==> src/rtl/udp_tx_pkg.sv <==
// Shared constants, FSM state type and checksum folding helper for the UDP transmit framer.
package udp_tx_pkg;

  localparam logic [15:0] ETHERTYPE_IPV4 = 16'h0800;
  localparam logic [10:0] HDR_BYTES      = 11'd42;
  localparam logic [10:0] MIN_FRAME      = 11'd60;
  localparam logic [7:0]  IP_PROTO_UDP   = 8'h11;

  typedef enum logic [2:0] {IDLE, CSUM, FOLD, REQ, HDR, PAY, PAD} state_t;

  // Fold a 20-bit word sum twice so any carry out of the first fold is absorbed.
  function automatic logic [15:0] ones_fold(input logic [19:0] sum);
    logic [16:0] s1;
    logic [15:0] s2;
    s1 = {1'b0, sum[15:0]} + {13'd0, sum[19:16]};
    s2 = s1[15:0] + {15'd0, s1[16]};
    return ~s2;
  endfunction

endpackage

==> src/rtl/ip_hdr_csum.sv <==
// Sequential ones-complement summer for the ten 16-bit IPv4 header words.
module ip_hdr_csum
  import udp_tx_pkg::*;
(
  input  logic        clk125,
  input  logic        rst,
  input  logic        clr,
  input  logic        word_val,
  input  logic [15:0] word,
  output logic [15:0] csum
);

  logic [19:0] acc;

  // Accumulate header words; cleared while the framer is idle.
  always_ff @(posedge clk125) begin
    if (rst) begin
      acc <= 20'd0;
    end else if (clr) begin
      acc <= 20'd0;
    end else if (word_val) begin
      acc <= acc + {4'd0, word};
    end else begin
      acc <= acc;
    end
  end

  assign csum = ones_fold(acc);

endmodule

==> src/rtl/udp_tx_framer.sv <==
// Builds an Ethernet II / IPv4 / UDP frame around a FWFT-FIFO payload and streams it to FrameL2_Out.
module udp_tx_framer
  import udp_tx_pkg::*;
#(
  parameter int          PAYLOAD_MAX = 1472,
  parameter logic [7:0]  IP_TTL      = 8'd64,
  parameter logic [15:0] IP_ID_INIT  = 16'h0000
) (
  input  logic        clk125,
  input  logic        rst,
  input  logic        start,
  input  logic [10:0] len,
  input  logic [47:0] src_mac,
  input  logic [31:0] src_ip,
  input  logic [15:0] src_port,
  input  logic [47:0] dst_mac,
  input  logic [31:0] dst_ip,
  input  logic [15:0] dst_port,
  input  logic [7:0]  pay_data,
  output logic        pay_rd,
  output logic        tx_req,
  input  logic        tx_grant,
  output logic        tx_val,
  output logic        tx_sof,
  output logic        tx_eof,
  output logic [7:0]  tx_data,
  output logic        busy,
  output logic        done,
  output logic        err_len
);

  state_t       state;
  state_t       byte_state;
  logic [10:0]  cnt;
  logic [10:0]  len_q;
  logic [47:0]  src_mac_q, dst_mac_q;
  logic [31:0]  src_ip_q, dst_ip_q;
  logic [15:0]  src_port_q, dst_port_q;
  logic [15:0]  ip_id;
  logic [15:0]  csum_q;
  logic [15:0]  sum_csum;
  logic [7:0]   data_q;
  logic [15:0]  total_len, udp_len, hdr_word;
  logic [10:0]  pay_end, frame_len;
  logic [335:0] hdr_vec;
  logic [7:0]   hdr_byte;
  logic         len_ok, is_hdr, is_pay, is_last;
  logic         csum_clr, csum_val;

  assign len_ok    = (len != 11'd0) && (len <= 11'(PAYLOAD_MAX));
  assign total_len = {5'd0, len_q} + 16'd28;
  assign udp_len   = {5'd0, len_q} + 16'd8;
  assign pay_end   = len_q + HDR_BYTES;
  assign frame_len = (pay_end < MIN_FRAME) ? MIN_FRAME : pay_end;
  assign is_hdr    = (cnt < HDR_BYTES);
  assign is_pay    = !is_hdr && (cnt < pay_end);
  assign is_last   = (cnt == frame_len - 11'd1);
  assign byte_state = is_hdr ? HDR : (is_pay ? PAY : PAD);

  // Full 42-byte header, MSB-first; byte i lives at bits [335-8i -: 8].
  assign hdr_vec = {dst_mac_q, src_mac_q, ETHERTYPE_IPV4, 8'h45, 8'h00, total_len, ip_id,
                    8'h40, 8'h00, IP_TTL, IP_PROTO_UDP, csum_q, src_ip_q, dst_ip_q,
                    src_port_q, dst_port_q, udp_len, 16'h0000};
  assign hdr_byte = hdr_vec[9'd328 - {cnt[5:0], 3'b000} +: 8];

  // Payload bytes bypass the output register so the FWFT head is popped in the same cycle it is shown.
  assign tx_data = pay_rd ? pay_data : data_q;

  assign csum_clr = (state == IDLE);
  assign csum_val = (state == CSUM);

  // Select the IPv4 header word fed to the checksum summer.
  always_comb begin
    hdr_word = 16'h0000;
    case (cnt[3:0])
      4'd0:    hdr_word = 16'h4500;
      4'd1:    hdr_word = total_len;
      4'd2:    hdr_word = ip_id;
      4'd3:    hdr_word = 16'h4000;
      4'd4:    hdr_word = {IP_TTL, IP_PROTO_UDP};
      4'd5:    hdr_word = 16'h0000;
      4'd6:    hdr_word = src_ip_q[31:16];
      4'd7:    hdr_word = src_ip_q[15:0];
      4'd8:    hdr_word = dst_ip_q[31:16];
      4'd9:    hdr_word = dst_ip_q[15:0];
      default: hdr_word = 16'h0000;
    endcase
  end

  ip_hdr_csum u_csum (
    .clk125   (clk125),
    .rst      (rst),
    .clr      (csum_clr),
    .word_val (csum_val),
    .word     (hdr_word),
    .csum     (sum_csum)
  );

  // Framer FSM with registered stream outputs.
  always_ff @(posedge clk125) begin
    if (rst) begin
      state      <= IDLE;
      cnt        <= 11'd0;
      len_q      <= 11'd0;
      src_mac_q  <= 48'd0;
      dst_mac_q  <= 48'd0;
      src_ip_q   <= 32'd0;
      dst_ip_q   <= 32'd0;
      src_port_q <= 16'd0;
      dst_port_q <= 16'd0;
      ip_id      <= IP_ID_INIT;
      csum_q     <= 16'd0;
      data_q     <= 8'd0;
      pay_rd     <= 1'b0;
      tx_req     <= 1'b0;
      tx_val     <= 1'b0;
      tx_sof     <= 1'b0;
      tx_eof     <= 1'b0;
      busy       <= 1'b0;
      done       <= 1'b0;
      err_len    <= 1'b0;
    end else begin
      done    <= 1'b0;
      err_len <= 1'b0;
      case (state)
        IDLE: begin
          if (start && len_ok) begin
            len_q      <= len;
            src_mac_q  <= src_mac;
            dst_mac_q  <= dst_mac;
            src_ip_q   <= src_ip;
            dst_ip_q   <= dst_ip;
            src_port_q <= src_port;
            dst_port_q <= dst_port;
            cnt        <= 11'd0;
            busy       <= 1'b1;
            state      <= CSUM;
          end else if (start) begin
            err_len <= 1'b1;
          end else begin
            state <= IDLE;
          end
        end
        CSUM: begin
          if (cnt == 11'd9) begin
            state <= FOLD;
          end
          cnt <= cnt + 11'd1;
        end
        FOLD: begin
          csum_q <= sum_csum;
          tx_req <= 1'b1;
          cnt    <= 11'd0;
          state  <= REQ;
        end
        REQ: begin
          if (tx_grant) begin
            tx_req <= 1'b0;
            tx_sof <= 1'b1;
            tx_val <= 1'b1;
            tx_eof <= is_last;
            pay_rd <= is_pay;
            data_q <= is_hdr ? hdr_byte : 8'h00;
            state  <= byte_state;
            cnt    <= cnt + 11'd1;
          end
        end
        HDR, PAY, PAD: begin
          tx_sof <= 1'b0;
          if (cnt == frame_len) begin
            tx_val <= 1'b0;
            tx_eof <= 1'b0;
            pay_rd <= 1'b0;
            data_q <= 8'h00;
            busy   <= 1'b0;
            done   <= 1'b1;
            ip_id  <= ip_id + 16'd1;
            state  <= IDLE;
          end else begin
            tx_val <= 1'b1;
            tx_eof <= is_last;
            pay_rd <= is_pay;
            data_q <= is_hdr ? hdr_byte : 8'h00;
            state  <= byte_state;
            cnt    <= cnt + 11'd1;
          end
        end
        default: begin
          state  <= IDLE;
          tx_req <= 1'b0;
          tx_val <= 1'b0;
          tx_sof <= 1'b0;
          tx_eof <= 1'b0;
          pay_rd <= 1'b0;
          data_q <= 8'h00;
          busy   <= 1'b0;
        end
      endcase
    end
  end

endmodule

==> config.mk <==
export PLATFORM = sky130hd
export DESIGN_NAME = udp_tx_framer
export DESIGN_NICKNAME = d
export VERILOG_FILES = /design/src/rtl/udp_tx_pkg.sv /design/src/rtl/ip_hdr_csum.sv /design/src/rtl/udp_tx_framer.sv
export SDC_FILE = /design/constraint.sdc
export NUM_CORES = 1
export LEC_CHECK = 0
export CAP_MARGIN = 10
export CORE_ASPECT_RATIO = 2
export CORE_MARGIN = 5
export CORE_UTILIZATION = 28
export CTS_CLUSTER_SIZE = 14
export DETAILED_ROUTE_END_ITERATION = 16
export PLACE_DENSITY = 0.51
export SYNTH_ARGS = -nofsm -noshare
export SYNTH_HDL_FRONTEND = slang
export SYNTH_SLANG_ARGS = --single-unit
==> constraint.sdc <==
create_clock -name clk125 -period 4.9 [get_ports clk125]
set_input_delay 0.49 -clock clk125 [delete_from_list [all_inputs] [get_ports clk125]]
set_output_delay 0.49 -clock clk125 [all_outputs]
set_load 0.02 [all_outputs]
# Word-level counts from Yosys, hierarchy flattened
# Cells that the tools add are included.
# classes
reduce_logical,22
n_shift,1
n_lt_le_gt_ge,4
eq_ne,23
n_bitwise,6
mux,36
add_sub_neg,10
# ops
operator,count
indexed part select 336 x 10 -> 8 bit,1
case mux 16 bit (9 select lines),1
case mux 11 bit (5 select lines),1
two-way mux 11 bit,4
two-way mux 8 bit,4
case mux 8 bit (3 select lines),1
equality test 11 bit,2
< comparator 11 x 6 -> 1 bit (second input constant),2
adder 20 x 16 -> 20 bit,1
adder 16 x 4 -> 17 bit,1
adder 16 x 1 -> 16 bit,1
adder 16 x 1 -> 16 bit (second input constant),1
NOT 16 bit,1
two-way mux 3 bit,5
case mux 1 bit (3 select lines),5
case mux 3 bit (5 select lines),1
adder 11 x 4 -> 12 bit (second input constant),1
adder 11 x 5 -> 12 bit (second input constant),1
equality test 4 x 3 -> 1 bit (second input constant),3
OR reduction 3 bit,4
adder 11 x 1 -> 11 bit (second input constant),1
adder 11 x 6 -> 11 bit (second input constant),1
equality test 11 x 4 -> 1 bit (second input constant),1
<= comparator 11 bit (second input constant),1
other kinds (27),57
# word_totals
ff_bits,285
input_bits,215
wordCells,123

# Logic depth before layout (Yosys ltp)
# depth
depth_word,7
depth_mapped,24

# Modules after synthesis
# A second synthesis with hierarchy kept.
# unflattened
hier_cells,2083
hier_area_um2,16372.0
# modules_own_cells
module,area_per_inst_um2,n_inst,cells_each,seq_area_each_um2
udp_tx_framer,14112.3,1,1796,5305.1
ip_hdr_csum,2259.7,1,287,400.4

# Worst setup path before layout
# No wires, ideal clock.
# synth_path
path_type,flip-flop to flip-flop
from,reg cnt[0]
to,reg u_csum.acc[18]
required_time_ns,4.772
path_stages_with_launch,21
path_buffers,3
setup_ns,0.128
setup_slack_ns,0.552
arrival_ns,4.221
period_less_slack_ns,4.348
path_cell_list,dfxtp_1 -> buf_2 -> inv_1 -> clkbuf_1 -> ha_1 -> nor3b_1 -> clkbuf_1 -> a221oi_1 -> o21ai_0 -> ha_1 -> inv_1 -> fa_1 -> nand2b_1 -> a21oi_1 -> o21ai_0 -> a21o_1 -> a211oi_1 -> o21ai_0 -> a21boi_0 -> xnor2_1 -> nor2_1
# synth_via
elab_chain_cells,3
# synth_rtl
item,line,text
"start, declared",udp_tx_framer.sv:34,logic [10:0] cnt;
"start signal, assigned",udp_tx_framer.sv:148,cnt <= cnt + 11'd1;
"start signal, assigned",udp_tx_framer.sv:165,cnt <= cnt + 11'd1;
"start signal, assigned",udp_tx_framer.sv:185,cnt <= cnt + 11'd1;
"equality test 4 bit, or another cell as far along",udp_tx_framer.sv:75,case (cnt[3:0])
case mux 16 bit (9 select lines) (*),udp_tx_framer.sv:75,
adder 20 x 16 -> 20 bit (*),ip_hdr_csum.sv:22,"acc <= acc + {4'd0, word};"
"end signal, assigned",ip_hdr_csum.sv:22,
"end, declared",ip_hdr_csum.sv:13,logic [19:0] acc;
# Mark *: on every way between the ends. The rest lies on a longest branch, timed or not.
# A chain may end at the register's enable or synchronous reset.

# Worst setup path in the final report
# layout_path
from,reg len_q[3]
to,reg tx_eof
# layout_via
elab_chain_cells,7
# layout_rtl
item,line,text
"start, declared",udp_tx_framer.sv:35,logic [10:0] len_q;
"start signal, assigned",udp_tx_framer.sv:128,len_q <= len;
adder 11 x 6 -> 11 bit (*),udp_tx_framer.sv:53,assign pay_end = len_q + HDR_BYTES;
< comparator 11 x 6 -> 1 bit,udp_tx_framer.sv:54,assign frame_len = (pay_end < MIN_FRAME) ? MIN_FRAME : pay_end;
two-way mux 11 bit (*),udp_tx_framer.sv:54,
subtractor 11 x 1 -> 11 bit,udp_tx_framer.sv:57,assign is_last = (cnt == frame_len - 11'd1);
equality test 11 bit,udp_tx_framer.sv:57,
"two-way mux 1 bit, on equally long branches","udp_tx_framer.sv:170, udp_tx_framer.sv:157",
case mux 1 bit (3 select lines) (*),udp_tx_framer.sv:125,case (state)
"end signal, assigned",udp_tx_framer.sv:161,tx_eof <= is_last;
"end signal, assigned",udp_tx_framer.sv:181,tx_eof <= is_last;
"end, declared",udp_tx_framer.sv:25,"output logic tx_eof,"
# Mark *: on every way between the ends. The rest lies on a longest branch, timed or not. The select of a mux whose other input is x is not followed.

==> summary.md <==
| Metric | Value |
|---|---|
| Status | completed |
| TritonRoute pass-1 iters | 6 |
| Die Span Y | 349 um |
| Ys async rst share | 0 |
| Worst EP required | 5430 ps |
| Hold/Removal Path Class | input pin to register |
| Syn Area/Cell | 7.84 um^2 |
| Worst-path fanout max | 8 |
| RSZ-0062 raised after global routing | false |
| Post-synth top area cell | dfxtp_1 |
| CP max stage cell | or4b_1 |
| Initial antenna violation count | 2 |
| Cell area after synthesis | 0.0161 mm^2 |
| Setup-failing EPs final | 0 |
| Share of post-route cells with drive strength above 1 | 0.0810 |
| Int Power | 4330 uW |
| Routed Antenna Nets | 0 |
| TNS Setup | 0 ps |
| Nets | 2462 |
| WL per Instance | 21.8 um |
| DIE WIDTH | 179 um |
| P&R area growth vs syn | 25.2% |
| Synthesized flop and latch total | 285 |
| CTS resizes | 0 |
| I/O pin total | 231 |
| Worst setup path start | len_q[3] |
| Grt total ovfl | 0 |
| Worst setup EP type | register |
| Via-to-Cell Ratio | 5.28 |
| Synth unique cells | 90 |
| Clock power frac | 0.392 |
| Pins Over Slew Limit | 0 |
| Reg clk slew, reported paths | 80 ps |
| Core ar. | 0.0569 mm^2 |
| Main flop type after synthesis | dfxtp_1 |
| Residual DRC | 0 |
| Register area share after synthesis | 0.355 |
| Number of synthesized flops with an enable pin | 0 |
| Rel. slew slack | 0.258 |
| Buf/Inv on CP | 1 |
| First-pass GRT wire length | 96100 um |
| Number of core rows | 124 |
| CTS tree | yes |
| Post-CTS Setup Inserts | 0 |
| Switch share | 0.294 |
| Startpoint Class | register |
| Clock latency on the worst-skew pair | 590 ps |
| Max cap viols | 0 |
| Final Hold Fails | 0 |
| R2R setup slack | 460 ps |
| WP data arrival | 4970 ps |
| FILL cells | 5998 |
| Cell family with most CP delay | simple AND/OR/NAND/NOR gates |
| DIE AREA | 0.0625 mm^2 |
| Post-synth top area share | 0.355 |
| Leak | 0.00692 uW |
| Vias | 15700 |
| Sequential Power Share | 0.419 |
| CTS sink cnt | 285 |
| Cts hold-fix bufs | 0 |
| TritonCTS Buffers | 28 |
| RD Place Congestion | 0.925 |
| Critical-path cell list | inv_1 > ha_1 > a211oi_4 > xnor2_1 > a31oi_1 > a211oi_2 > or2_2 > ha_1 > and3_1 > nand3_1 > nor4_1 > xnor2_1 > or4b_1 > nor4_1 > a22o_1 |
| Switching power | 1810 uW |
| Initial DRC Count | 1074 |
| Commonest cells post-synth | nand2_1, a21oi_1, dfxtp_1 |
| Port bufs | 230 |
| Reg2Reg Launch Point | len_q[3] |
| CTS root buffer | clkbuf_16 |
| Clock Skews | 21.6 ps |
| Initial core utilization | 0.282 |
| Global-route usage over all layers | 0.201 |
| Combinational power share | 0.189 |
| Placed cell count | 2925 |
| Clk buf depth | 3 |
| Synth area leaders | dfxtp_1, nand2_1, a21oi_1 |
| H-tree levels | 1 |
| Setup CP Type | register to register |
| Pwr per Cell Area | 306 mW/mm^2 |
| Post-Route WL | 64900 um |
| Vias in the first global route | 15800 |
| CP peak stage delay | 520 ps |
| Syn nets | 2311 |
| Tcrit/Tclk final | 0.905 |
| Slew @ Worst Pin | 1110 ps |
| Fmax | 225 MHz |
| Largest net degree at the start of global routing | 204 |
| Detailed Place HPWL | 50400 um |
| Worst vdd ir | 0.000222 V |
| Mapped Cells | 2048 |
| Minimum clock period | 4440 ps |
| Hold Path Origin | rst |
| Most common cell in the netlist | nand2_1 |
| YS warnings | 0 |
| Non-filler cells, final | 2978 |
[cell families after synthesis]
kind of cell	share of synthesized area
AND/OR/NAND/NOR	0.220
AO/OA/AOI/OAI	0.210
flip-flops	0.355
buffers and inverters	0.0463
XOR/XNOR	0.0474
multiplexers	0.0817
adder cells (fa/ha/maj)	0.0390
[through the flow]
step	hold WS [ps]	area [um^2]	power [uW]	setup WS [ps]	util
2_1_floorplan	421	16100	3270	552	-
3_5_place_dp	444	19100	3790	446	0.335
3_3_place_gp	439	19100	3780	620	0.335
5_1_grt	449	20100	6390	99.4	0.353
4_1_cts	423	20100	6220	425	0.353
6_report	448	20100	6140	464	0.353
[final timing paths]
path,cells after the start,to
worst max-delay path,15,tx_eof
worst min-delay path,2,cnt[1]
worst max register to register,15,tx_eof
worst min register to register,2,data_q[1]
[area by class of cell]
type                    count  area, um^2  area share
well taps                 756         946      0.0471
clock buffers              43         878      0.0437
clock inverters             9         143     0.00710
diodes                      1        2.50    0.000125
multi-input cells        1577        9620       0.479
repair buffers            272        2660       0.132
inverters                  35         134     0.00666
flip-flops and latches    285        5710       0.284
[placed cells by master (no fill, tap or decap), drive strengths merged, types with 13 or more instances in the layout]
cell type / n
nand2: 524
a21oi: 313
dfxtp: 285
clkdlybuf4s50: 229
nor2: 96
o21ai: 64
xnor2: 56
ha: 46
clkbuf: 44
buf: 42
nand3: 41
mux4: 40
inv: 35
nor3: 32
mux2i: 25
a211oi: 23
xor2: 21
a31oi: 19
a22oi: 19
o31ai: 19
or3: 15
nand4: 14
nand2b: 14
mux2: 14
and3: 13
[flip-flops by register name (all words and copies together) (netlist names), 3 cells and up]
register and flops:
ip_id 16, dst_ip_q 32, u_csum.acc 20, src_ip_q 32
src_mac_q 48, data_q 8, cnt 11, dst_mac_q 48
len_q 11, csum_q 16, src_port_q 16, dst_port_q 16
state 3
[power groups by stage]
stage,clock network (uW),registers (uW),logic [uW]
finish,2410,2570,1160
global route,2540,2590,1260
CTS,2470,2570,1170
detailed placement,0,2630,1170
global placement,0,2620,1160
floorplan,0,2560,709
[worst register-to-register path: cells and delay by family (launching register included)]
family                   cells  cell delay [ps]
buffers and inverters        1              220
AND/OR/NAND/NOR              6             1730
adder cells (fa/ha/maj)      2              460
AO/OA/AOI/OAI                4             1170
flip-flops                   1              510
XOR/XNOR                     2              300
[layer usage]
layer  up-vias  part of all wire  global-route usage
li1       7532                 -                   -
met1      7503              0.35               0.211
met2       549              0.54               0.384
met3       135             0.047              0.0242
met4         0             0.058               0.100
met5         -                 0                   0
Power figures use the tool's default switching activity.
